### config.mk
export PLATFORM = sky130hd
export DESIGN_NAME = uart_digit_rotator
export DESIGN_NICKNAME = d
export VERILOG_FILES = /design/src/rtl/uart_digit_rotator_pkg.sv /design/src/rtl/uart_cmd_decode.sv /design/src/rtl/uart_digit_rotator.sv
export SDC_FILE = /design/constraint.sdc
export NUM_CORES = 1
export LEC_CHECK = 0
export ABC_AREA = 1
export CAP_MARGIN = 30
export CORE_ASPECT_RATIO = 0.6
export CORE_MARGIN = 1.5
export CORE_UTILIZATION = 25
export CTS_BUF_LIST = sky130_fd_sc_hd__clkbuf_16
export DETAILED_ROUTE_END_ITERATION = 12
export REMOVE_ABC_BUFFERS = 1
export SYNTH_ARGS = -nofsm -noshare
export SYNTH_HDL_FRONTEND = slang
export SYNTH_SLANG_ARGS = --single-unit
### constraint.sdc
create_clock -name clk -period 2.4 [get_ports clk]
set_clock_uncertainty 0.1 [all_clocks]
set_input_delay 0.48 -clock clk [delete_from_list [all_inputs] [get_ports clk]]
set_output_delay 0.48 -clock clk [all_outputs]
set_load 0.01 [all_outputs]
### src/rtl/uart_digit_rotator_pkg.sv
// Shared definitions for the UART-controlled rotating digit display: command bytes,
// blank code default and the decoded command type.
package uart_digit_rotator_pkg;

  localparam logic [7:0] CMD_PLAY_U  = 8'h47;
  localparam logic [7:0] CMD_PLAY_L  = 8'h67;
  localparam logic [7:0] CMD_PAUSE_U = 8'h50;
  localparam logic [7:0] CMD_PAUSE_L = 8'h70;
  localparam logic [7:0] CMD_DIR_U   = 8'h44;
  localparam logic [7:0] CMD_DIR_L   = 8'h64;
  localparam logic [7:0] CMD_CLR_U   = 8'h43;
  localparam logic [7:0] CMD_CLR_L   = 8'h63;
  localparam logic [7:0] CMD_FASTER  = 8'h2B;
  localparam logic [7:0] CMD_SLOWER  = 8'h2D;
  localparam logic [7:0] ASCII_ZERO  = 8'h30;

  localparam int unsigned BLANK_CODE_DEF = 16;

  typedef enum logic [3:0] {
    CmdNop,
    CmdPlay,
    CmdPause,
    CmdDir,
    CmdDigit,
    CmdClear,
    CmdFaster,
    CmdSlower,
    CmdErr
  } cmd_t;

endpackage

### src/rtl/uart_cmd_decode.sv
// Combinational UART byte decoder: maps a received byte to a command and, for
// ASCII digits, the 4-bit digit value.
module uart_cmd_decode
  import uart_digit_rotator_pkg::*;
(
  input  logic [7:0] rx_data_i,
  input  logic       rx_valid_i,
  output cmd_t       cmd_o,
  output logic [3:0] digit_o
);

  logic [7:0] offset;
  assign offset  = rx_data_i - ASCII_ZERO;
  assign digit_o = offset[3:0];

  always_comb begin
    cmd_o = CmdNop;
    if (rx_valid_i) begin
      unique case (rx_data_i)
        CMD_PLAY_U, CMD_PLAY_L:   cmd_o = CmdPlay;
        CMD_PAUSE_U, CMD_PAUSE_L: cmd_o = CmdPause;
        CMD_DIR_U, CMD_DIR_L:     cmd_o = CmdDir;
        CMD_CLR_U, CMD_CLR_L:     cmd_o = CmdClear;
        CMD_FASTER:               cmd_o = CmdFaster;
        CMD_SLOWER:               cmd_o = CmdSlower;
        default: begin
          if (rx_data_i >= ASCII_ZERO && rx_data_i <= ASCII_ZERO + 8'd9) cmd_o = CmdDigit;
          else cmd_o = CmdErr;
        end
      endcase
    end
  end

endmodule

### src/rtl/uart_digit_rotator.sv
// Rotating digit register file with a programmable step timer, controlled by
// decoded UART command bytes.
module uart_digit_rotator
  import uart_digit_rotator_pkg::*;
#(
  parameter int unsigned NUM_DIGITS   = 6,
  parameter int unsigned DIGIT_W      = 5,
  parameter int unsigned BASE_TURNS   = 25_000_000,
  parameter int unsigned SPEED_LEVELS = 4,
  parameter int unsigned BLANK_CODE   = BLANK_CODE_DEF
) (
  input  logic                            clk,
  input  logic                            rst,
  input  logic [7:0]                      rx_data,
  input  logic                            rx_valid,
  output logic [NUM_DIGITS*DIGIT_W-1:0]   digits,
  output logic                            playing,
  output logic                            reverse,
  output logic [$clog2(SPEED_LEVELS)-1:0] speed,
  output logic                            step,
  output logic                            cmd_err
);

  localparam int unsigned CntW = $clog2(BASE_TURNS);
  localparam int unsigned SpdW = $clog2(SPEED_LEVELS);

  logic [DIGIT_W-1:0] dig_q [NUM_DIGITS];
  logic [DIGIT_W-1:0] dig_d [NUM_DIGITS];
  logic [CntW-1:0]    cnt_q, cnt_d;
  logic [SpdW-1:0]    spd_q, spd_d;
  logic               play_q, play_d;
  logic               rev_q, rev_d;
  logic               pend_q, pend_d;
  logic               step_q, step_d;
  logic               err_q, err_d;

  cmd_t       cmd;
  logic [3:0] digit_val;
  logic [31:0] period_m1;
  logic        tick;

  uart_cmd_decode u_decode (
    .rx_data_i  (rx_data),
    .rx_valid_i (rx_valid),
    .cmd_o      (cmd),
    .digit_o    (digit_val)
  );

  assign period_m1 = (BASE_TURNS >> spd_q) - 32'd1;
  assign tick      = play_q && (cnt_q == period_m1[CntW-1:0]);

  always_comb begin
    dig_d  = dig_q;
    cnt_d  = cnt_q;
    spd_d  = spd_q;
    play_d = play_q;
    rev_d  = rev_q;
    pend_d = pend_q;
    step_d = 1'b0;
    err_d  = 1'b0;

    if (play_q) cnt_d = tick ? '0 : cnt_q + CntW'(1);
    // Any byte takes priority over rotation; a coincident tick is deferred.
    if (cmd != CmdNop && tick) pend_d = 1'b1;

    unique case (cmd)
      CmdNop: begin
        if (tick || pend_q) begin
          for (int i = 0; i < NUM_DIGITS; i++) begin
            if (rev_q) dig_d[i] = dig_q[(i + 1) % NUM_DIGITS];
            else       dig_d[i] = dig_q[(i + NUM_DIGITS - 1) % NUM_DIGITS];
          end
          step_d = 1'b1;
          pend_d = 1'b0;
        end
      end
      CmdPlay: play_d = 1'b1;
      CmdPause: begin
        play_d = 1'b0;
        pend_d = 1'b0;
        cnt_d  = cnt_q;
      end
      CmdDir: rev_d = ~rev_q;
      CmdDigit: begin
        dig_d[0] = DIGIT_W'(digit_val);
        for (int i = 1; i < NUM_DIGITS; i++) dig_d[i] = dig_q[i-1];
      end
      CmdClear: begin
        for (int i = 0; i < NUM_DIGITS; i++) dig_d[i] = DIGIT_W'(BLANK_CODE);
      end
      CmdFaster: begin
        if (spd_q != SpdW'(SPEED_LEVELS - 1)) spd_d = spd_q + SpdW'(1);
        cnt_d = '0;
      end
      CmdSlower: begin
        if (spd_q != '0) spd_d = spd_q - SpdW'(1);
        cnt_d = '0;
      end
      CmdErr: err_d = 1'b1;
      default: ;
    endcase
  end

  always_ff @(posedge clk) begin
    if (rst) begin
      for (int i = 0; i < NUM_DIGITS; i++) dig_q[i] <= DIGIT_W'(i % 10);
      cnt_q  <= '0;
      spd_q  <= '0;
      play_q <= 1'b1;
      rev_q  <= 1'b0;
      pend_q <= 1'b0;
      step_q <= 1'b0;
      err_q  <= 1'b0;
    end else begin
      dig_q  <= dig_d;
      cnt_q  <= cnt_d;
      spd_q  <= spd_d;
      play_q <= play_d;
      rev_q  <= rev_d;
      pend_q <= pend_d;
      step_q <= step_d;
      err_q  <= err_d;
    end
  end

  always_comb begin
    digits = '0;
    for (int i = 0; i < NUM_DIGITS; i++) digits[i*DIGIT_W +: DIGIT_W] = dig_q[i];
  end

  assign playing = play_q;
  assign reverse = rev_q;
  assign speed   = spd_q;
  assign step    = step_q;
  assign cmd_err = err_q;

endmodule

==> flow_summary_export.csv <==
group,metric,value,unit
run_status,status,"finished, final reports clean",
cts,cts-buffers-inserted,9,
synthesis,yosysWarningCount,0,
global_route,antenna_found_initial,0,
placement,dp_hpwl,11.76,mm
timing,min_period,2.263,ns
drt,drt_iter0_drc,520,
setup_path,rr_worst_depth,14,
finish,final_core_utilization,33.07,%
synthesis,syn-cell-area,0.004604,mm2
timing,fmax,441.8,MHz
global_route,grt_pass1_wl,24.85,mm
timing,grt_setup_unrepaired,"true",
global_route,grt.total_usage,16.53,%
power,vdd_drop_max,0.3356,mV
drt,wire_per_inst,13.91,um
timing,setup_viol,0,
placement,gp_congestion,0.9677,
global_route,use_met1,27.92,%
drt,ant_nets,0,
setup_path,cp_slowest_cell,"dfxtp_2",
hold_path,hp-start,"cnt_q[1]$_SDFFE_PP0P_",
setup_path,cpLargestDelayFamily,"simple AND/OR/NAND/NOR gates",
synthesis,ys_ff_latch,62,
cts,clock_sinks,62,
setup_path,cp.arrival,2.42,ns
global_route,globalRouteMet2Util,19.71,%
drt,via_count,5257,
die,ioPinCount,47,
drt,viasPerCell,4.677,
cts,ctsRootBufferMaster,"clkbuf_16",
setup_path,critPathMaxFanout,7,
synthesis,ys_seq_area_share,26.96,%
placement,port_buffers,46,
global_route,grt_max_degree,38,
cts,clock_latency,0.34,ns
global_route,use_met3,3.868,%
power,p_per_area,409.3,mW/mm2
finish,antennaDiodeCount,0,
setup_path,slowest_delay,0.35,ns
drt,drc,0,
cts,clk_pin_slew,0.05,ns
setup_path,worstPathRequired,2.56,ns
synthesis,syn_inst,810,
setup_path,ff2ff_setup_slack,0.14,ns
setup_path,cp.buffers_inverters,2,
timing,hold_viol_final,0,
die,fp.coreArea,0.01807,mm2
die,fp.dieH,108.1,um
setup_path,r2r-end,"cnt_q[9]$_SDFFE_PP0P_",
cts,cts_max_path_buffers,2,
setup_path,path_common_cell,"nand2_1",
setup_path,r2r_start,"speed[0]$_SDFFE_PP0P_",
hold_path,whs_endpoint,"cnt_q[1]$_SDFFE_PP0P_",
setup_path,endpoint_kind,"flip-flop",
finish,fin_nets,894,
global_route,grt_pass1_vias,4567,
timing,tightest_slew,0.4415,ns
finish,drive_gt1_share,10.41,%
job,maxCapViolCount,0,
global_route,busiest_layer,"met1",
hold_path,hold_path.class,"flip-flop to flip-flop",
finish,fin_cells,1124,
global_route,grt_overflow,0,
timing,relSlewSlack,70.57,%
synthesis,synth.avg_cell_area,5.684,um2
drt,totalWireLength,15.64,mm
timing,maxSlewViolCount,0,
die,dieArea,0.01927,mm2
timing,period_share,94.30,%
cts,cts_max_level,3,
power,leakagePower,0.002736,uW
cts,cts_hold_buf,0,
setup_path,cp_cell_sequence,"inv_2 > nand2_1 > ha_1 > or2_2 > nand2_1 > nor2_1 > nand2_1 > nor2_1 > nand3_1 > buf_4 > nand2_1 > nor2_1 > nand3_1 > a21oi_1",
placement,placed_cells_incl_taps,1107,
hold_path,whs_path_depth,2,
die,die_w,178.2,um
finish,synthToLayoutAreaGrowth,29.78,%
cts,cts_tree,"done",
setup_path,path_class,"flip-flop to flip-flop",
die,num_rows,38,
drt,first_pass_iters,5,
synthesis,ys_types,33,
die,initial_core_util,25.48,%
setup_path,critPathLaunchType,"flip-flop",
==> routing by layer <==
metal,vias to the layer above,wire (um)
met5,-,0
met2,171,5312
met3,8,1503
met4,0,100
li1,2709,-
met1,2369,8720
==> cells in the final DEF (no fill, tap or decap), drive strengths merged, types with 9 or more instances in the layout <==
cell,count
nor3,11
clkbuf,11
nand3b,11
nand4,9
inv,92
clkdlybuf4s50,43
nor2,121
o21ai,66
a21oi,28
dfxtp,62
buf,53
xor2,14
nand3,100
nand2,241
==> cell families (layout without fill, tap and decap cells) <==
group	count (synthesis)	in the layout	synth area share [%]
and+or+nand+nor	496	496	45.82
buffers and inverters	133	207	11.88
AOI/OAI and AO/OA	98	98	11.06
DFF	62	62	26.96
xor gates and xnor gates	14	14	2.663
muxes	5	5	1.087
adders and majority gates	2	2	0.5434
==> cell usage after synthesis, drive strengths merged <==
cell type  number  area (um2)
nand2         241       924.6
nor2          121       456.7
nand3         100       510.5
inv            91       341.6
o21ai          66       334.1
dfxtp          62        1241
a21oi          28       140.1
buf            27       148.9
clkbuf         14       52.55
xor2           14       122.6
nand3b         11       82.58
nor3           11       60.06
nand4           9       56.30
mux2i           5       50.05
a31oi           2       18.77
ha              2       25.02
nor2b           2       12.51
clkinv          1       3.750
o21bai          1       7.510
o311ai          1       8.760
or2             1       6.260
==> worst max-delay path by stage <==
stage | from | endpoint | slack (ns) | cells after the start
2_1_floorplan | speed[0]$_SDFFE_PP0P_ | digits[0]$_SDFFE_PP0P_ | -0.42 | 15
3_3_place_gp | rx_data[5] | cnt_q[10]$_SDFFE_PP0P_ | -0.16 | 12
3_5_place_dp | rx_data[1] | cnt_q[10]$_SDFFE_PP0P_ | -0.24 | 14
4_1_cts | speed[1]$_SDFFE_PP0P_ | cnt_q[9]$_SDFFE_PP0P_ | 0.07 | 13
5_1_grt | rx_data[5] | cnt_q[23]$_SDFFE_PP0P_ | -0.03 | 11
6_report | speed[0]$_SDFFE_PP0P_ | cnt_q[9]$_SDFFE_PP0P_ | 0.14 | 14
==> registers in the layout (all words and copies together) (netlist names) <==
register,flops
speed,2
cnt_q,25
reverse,1
digits,30
cmd_err,1
playing,1
pend_q,1
step,1
==> per-stage QoR <==
step	total power, uW	hold WS (ns)	setup TNS [ns]	setup WS [ns]	cell area (um2)
floorplan	1209	0.3820	-17.67	-0.4196	4403
global placement	1318	0.3925	-6.587	-0.1578	5629
detailed placement	1319	0.4043	-8.850	-0.2352	5629
CTS	2461	0.4113	0	0.07205	5874
global route	2534	0.4382	-0.06580	-0.02849	5976
finish	2446	0.4079	0	0.1367	5976
==> timing repair <==
item,in CTS,in global routing
setup buffers,0,1
gates resized for setup,0,19
endpoints found under the setup margin,0,55
endpoints found under the hold margin,0,0
==> where the power goes <==
group / switching, uW / internal (uW)
Combinational: 129 / 100
Clock: 474 / 670
Sequential: 23.2 / 1050
Total: 626 / 1820
==> layout make-up <==
type	count	area (um2)
fill	2013	12090
clock inverter	5	20.02
inverter	92	347.8
timing repair buffer	101	994.7
clock buffer	9	225.2
sequential	62	1246
multi-input combinational	615	2841
tap	240	300.3
==> worst min-delay path: cells and delay by family (launching register included) <==
kind             cells  cell delay (ns)
AND/OR/NAND/NOR      2             0.15
flip-flops           1             0.32
Note: power is estimated with default switching activity, not from simulation.
